`src/rtl/unsigned_int_to_double.sv`:
```
// Four-stage pipelined conversion of a 64-bit unsigned integer to IEEE-754
// binary64, round to nearest / ties to even, with a global hold (stall).
module unsigned_int_to_double (
  input  logic        clk,
  input  logic        rst_n,
  input  logic        stall,
  input  logic        in_valid,
  input  logic [63:0] in_a,
  output logic        out_valid,
  output logic [63:0] out_z
);

  // S1 capture
  logic [63:0] a1_q, a1_d;
  logic        v1_q, v1_d, z1_q, z1_d;
  // S2 leading-zero count
  logic [63:0] a2_q, a2_d;
  logic [6:0]  lz2_q, lz2_d;
  logic        v2_q, v2_d, z2_q, z2_d;
  // S3 normalized value; the implicit leading one is not stored
  logic [62:0] n3_q, n3_d;
  logic [10:0] exp3_q, exp3_d;
  logic        v3_q, v3_d, z3_q, z3_d;
  // S4 result
  logic        out_valid_q, out_valid_d;
  logic [63:0] out_z_q, out_z_d;

  logic [6:0]  lz_c;
  logic [51:0] frac_c;
  logic        guard_c, sticky_c, round_up_c;
  logic [52:0] frac_sum_c;
  logic [10:0] exp_r_c;

  always_comb begin
    lz_c = 7'd64;
    for (int i = 0; i < 64; i++) begin
      if (a1_q[i]) lz_c = 7'(63 - i);
    end
  end

  always_comb begin
    frac_c     = n3_q[62:11];
    guard_c    = n3_q[10];
    sticky_c   = |n3_q[9:0];
    round_up_c = guard_c & (sticky_c | frac_c[0]);
    // A carry out of the fraction leaves the low 52 bits at zero and bumps the exponent
    frac_sum_c = {1'b0, frac_c} + {52'b0, round_up_c};
    exp_r_c    = exp3_q + {10'b0, frac_sum_c[52]};
  end

  always_comb begin
    a1_d        = a1_q;
    v1_d        = v1_q;
    z1_d        = z1_q;
    a2_d        = a2_q;
    lz2_d       = lz2_q;
    v2_d        = v2_q;
    z2_d        = z2_q;
    n3_d        = n3_q;
    exp3_d      = exp3_q;
    v3_d        = v3_q;
    z3_d        = z3_q;
    out_valid_d = out_valid_q;
    out_z_d     = out_z_q;
    if (!stall) begin
      a1_d        = in_a;
      v1_d        = in_valid;
      z1_d        = (in_a == 64'd0);
      a2_d        = a1_q;
      lz2_d       = lz_c;
      v2_d        = v1_q;
      z2_d        = z1_q;
      n3_d        = 63'(a2_q << lz2_q[5:0]);
      exp3_d      = 11'd1086 - {4'b0, lz2_q};
      v3_d        = v2_q;
      z3_d        = z2_q;
      out_valid_d = v3_q;
      // out_z only moves for valid entries so it holds between results
      if (v3_q) out_z_d = z3_q ? 64'd0 : {1'b0, exp_r_c, frac_sum_c[51:0]};
    end
  end

  always_ff @(posedge clk or negedge rst_n) begin
    if (!rst_n) begin
      a1_q        <= '0;
      v1_q        <= 1'b0;
      z1_q        <= 1'b0;
      a2_q        <= '0;
      lz2_q       <= '0;
      v2_q        <= 1'b0;
      z2_q        <= 1'b0;
      n3_q        <= '0;
      exp3_q      <= '0;
      v3_q        <= 1'b0;
      z3_q        <= 1'b0;
      out_valid_q <= 1'b0;
      out_z_q     <= '0;
    end else begin
      a1_q        <= a1_d;
      v1_q        <= v1_d;
      z1_q        <= z1_d;
      a2_q        <= a2_d;
      lz2_q       <= lz2_d;
      v2_q        <= v2_d;
      z2_q        <= z2_d;
      n3_q        <= n3_d;
      exp3_q      <= exp3_d;
      v3_q        <= v3_d;
      z3_q        <= z3_d;
      out_valid_q <= out_valid_d;
      out_z_q     <= out_z_d;
    end
  end

  assign out_valid = out_valid_q;
  assign out_z     = out_z_q;

endmodule

```
`config.mk`:
```
export PLATFORM = sky130hd
export DESIGN_NAME = unsigned_int_to_double
export DESIGN_NICKNAME = d
export VERILOG_FILES = /design/src/rtl/unsigned_int_to_double.sv
export SDC_FILE = /design/constraint.sdc
export NUM_CORES = 1
export LEC_CHECK = 0
export BUFFER_PORTS_ARGS = -buffer_cell sky130_fd_sc_hd__buf_2
export CORE_MARGIN = 2
export CORE_UTILIZATION = 60
export DETAILED_ROUTE_END_ITERATION = 7
export PLACE_DENSITY = 0.81
export SETUP_SLACK_MARGIN = 0.1
export SYNTH_ARGS = -nofsm -noshare
export SYNTH_HDL_FRONTEND = slang
export SYNTH_SLANG_ARGS = --single-unit
```
`constraint.sdc`:
```
create_clock -name clk -period 8.2 [get_ports clk]
set_clock_uncertainty 0.1 [all_clocks]
set_input_delay 0.82 -clock clk [delete_from_list [all_inputs] [get_ports clk]]
set_output_delay 0.82 -clock clk [all_outputs]
set_load 0.02 [all_outputs]
```
==> flow_summary_export.csv <==
group,metric,value,unit
global_routing,grt_pass1_wl,70200,um
clock_network,clock_latency,0.56,ns
sta,period_needed,3.68,ns
yosys,yosysSeqAreaShare,0.427,
setup_path,cpMaxStageDelayCell,"nor2_1",
layout,layout.nets,1706,
drt,vias,13100,
layout,fillerInstances,2081,
clock_network,cts_tree,"yes",
sta,finalHoldViolCount,0,
sta,max_freq,0.272,GHz
sta,slew_headroom,0.240,
job,maxCapViolCount,0,
setup_path,worstPathCellList,"and2_1 > ha_1 > and3_1 > nand4_1 > nor2_1 > nand3_1 > nor2_1 > ha_1 > ha_1 > and3_1 > nand3_1 > xnor2_1 > o21ai_0",
yosys,synth_cell_type_count,71,
global_routing,antenna_found_initial,0,
run_status,status,"finished, final reports clean",
drt,wl_per_cell,22.0,um
setup_path,arrival,4.04,ns
die,rows,60,
setup_path,cp_common_cell,"ha_1",
global_routing,grt_pass1_vias,12500,
setup_path,path_max_fanout,9,
yosys,synth_ff_type,"dfrtp_1",
setup_path,cp_top_family,"simple AND/OR/NAND/NOR gates",
power,p_leak,7.40,nW
clock_network,post-cts-setup-buffers,0,
yosys,synth_area,16300,um2
clock_network,cts_buffer_depth,3,
sta,finalSetupTns,0,ns
clock_network,cts_sinks,278,
setup_path,cp.required,8.56,ns
worst_hold_path,hold_class,"in2async",
clock_network,root_buffer,"clkbuf_16",
drt,drc,0,
yosys,syn_nets,1629,
yosys,yosys_warnings,0,
layout,drive_gt1_frac,0.260,
clock_network,clkTransAtPathRegs,0.06,ns
drt,viasPerCell,6.54,
placed_design,port_buffers,131,
drt,drt_wl_total,43900,um
yosys,synth_cells,1557,
clock_network,cts_made_buffers,30,
die,dieArea,28500,um2
setup_path,max_stage_delay,0.67,ns
sta,maxSlewViolCount,0,
power,p_total,4.83,mW
sta,rsz0062_at_grt,"false",
sta,tightestPinTransition,1.11,ns
yosys,synthArstFlopShare,1.00,
global_routing,grt_usage,0.312,
die,core,26800,um2
yosys,synth_edf_count,0,
clock_network,hold_buffers,0,
power,power_density,268,nW/um2
sta,period_share,0.449,
global_routing,grt_overflow,0,
die,initial_utilization,0.607,
yosys,synth_seq_cells,278,
setup_path,setup.worst_path.start_class,"flop",
die,ios,133,
setup_path,worstSetupPathType,"reg2reg",
drt,antenna_left,0,
die,die_y,169,um
clock_network,cts_max_level,1,
power,irDropWorstVdd,156,uV
setup_path,critPathBufInv,0,
clock_network,cts_resized,0,
global_routing,grt_max_degree,147,
drt,drt_first_iter_violations,1253,
layout,antenna_cells,0,
placed_design,place_hpwl,31700,um
yosys,syn_area_per_cell,10.5,um2
die,dieWidth,169,um
placed_design,routabilityCongestion,1.02,
drt,firstDrtPassIters,6,
layout,area_growth,10.5,%
setup_path,endpoint_kind,"flop",
sta,setup-violations-final,0,
setup_path,r2r_slack,4.52,ns
[worst register-to-register path, stage by stage (launching register included)]
cell and delay [ns]:
dfrtp_1 0.39, and2_1 0.14, ha_1 0.16, and3_1 0.26
nand4_1 0.32, nor2_1 0.67, nand3_1 0.15, nor2_1 0.30
ha_1 0.24, ha_1 0.18, and3_1 0.25, nand3_1 0.13
xnor2_1 0.13, o21ai_0 0.17
[where the power goes]
part | internal (mW) | total, mW | switching [mW]
clock | 0.757 | 1.31 | 0.555
combinational | 0.654 | 1.53 | 0.873
sequential | 1.67 | 1.99 | 0.316
[layout make-up]
cell class	instances	area, um2	area share
multi-input combinational	1144	8720	0.485
clock buffer	42	857	0.0477
tap	341	427	0.0237
clock inverter	12	93.8	0.00522
inverter	37	139	0.00772
timing repair buffer	143	777	0.0432
sequential	278	6970	0.387
[logic make-up after synthesis]
| logic type | Yosys count | synth area share |
|---|---|---|
| xor gates and xnor gates | 63 | 0.0339 |
| other | 1 | 0.000230 |
| and+or+nand+nor | 467 | 0.132 |
| AOI/OAI and AO/OA | 327 | 0.130 |
| buffers and inverters | 135 | 0.0369 |
| adders and majority gates | 4 | 0.00308 |
| muxes | 282 | 0.237 |
| DFF | 278 | 0.427 |
[stage by stage]
stage	area, um2	utilization	setup slack, ns	cells	hold slack (ns)
after CTS	18000	0.671	4.56	1997	0.133
after floorplan	16300	-	5.43	1557	0.350
final	18000	0.671	4.52	1997	0.106
after global routing	18000	0.671	4.28	1997	0.148
after global placement	17000	0.635	4.73	1943	0.356
after detailed placement	17000	0.635	4.61	1943	0.364
[registers in the layout, summed over array words and instances (netlist names), 7 cells and up]
signal / cells
a2_q: 63
exp3_q: 11
lz2_q: 7
n3_q: 63
out_z: 63
a1_q: 64
[synthesized netlist by cell type, drive strengths merged, types with 17 or more instances]
master,n,area (um2)
mux2i,51,510
mux4,63,1450
nand4,17,106
buf,39,236
a21oi,44,220
nor4,33,221
nand2,185,694
nor2,111,417
mux2,168,1890
nor3,29,150
nand3,35,175
inv,35,131
xor2,24,210
xnor2,39,342
clkbuf,59,225
o21ai,134,671
dfrtp,278,6960
[final timing paths]
kind / from / end / cells past startpoint
hold reg to reg: out_z[6] / out_z[6] / 2
max in group asynchronous: rst_n / lz2_q[2] / 2
min in group clk: out_z[6] / out_z[6] / 2
hold / removal: rst_n / out_z[61] / 1
setup / recovery: n3_q[11] / out_z[60] / 13
setup reg to reg: n3_q[11] / out_z[60] / 13
[cell usage in the layout (no fill, tap or decap), types with 6 or more instances in the layout]
cell | Yosys | final
nand2_1 | 185 | 184
nor4_1 | 32 | 32
o22ai_1 | 15 | 15
mux2_2 | 168 | 168
o31ai_1 | 15 | 15
o221ai_1 | 8 | 8
a22o_1 | 12 | 12
dfrtp_1 | 278 | 274
nor3_1 | 28 | 28
xor2_1 | 24 | 24
a31oi_1 | 8 | 8
o211ai_1 | 9 | 9
nand4_1 | 17 | 17
mux2i_1 | 51 | 51
inv_1 | 35 | 35
o21ai_1 | 7 | 7
clkbuf_16 | 0 | 31
mux4_2 | 55 | 55
a211oi_1 | 13 | 13
buf_4 | 4 | 11
nand2b_1 | 10 | 10
nand3_1 | 35 | 35
mux4_1 | 8 | 8
nor2_1 | 111 | 111
o21ai_0 | 127 | 127
clkinv_2 | 0 | 8
buf_2 | 17 | 129
xnor2_1 | 39 | 39
a21oi_1 | 44 | 44
clkbuf_1 | 58 | 7
and2_1 | 13 | 13
a221oi_1 | 9 | 9
a22oi_1 | 6 | 6
and3_1 | 11 | 11
[layer usage]
metal	vias up	track usage	share of wire
met1	6400	0.433	0.42
met4	0	0.116	0.042
li1	5938	-	-
met2	596	0.504	0.47
met3	121	0.0442	0.067
met5	-	0	0
No activity file was read; power rests on OpenSTA's default activity.
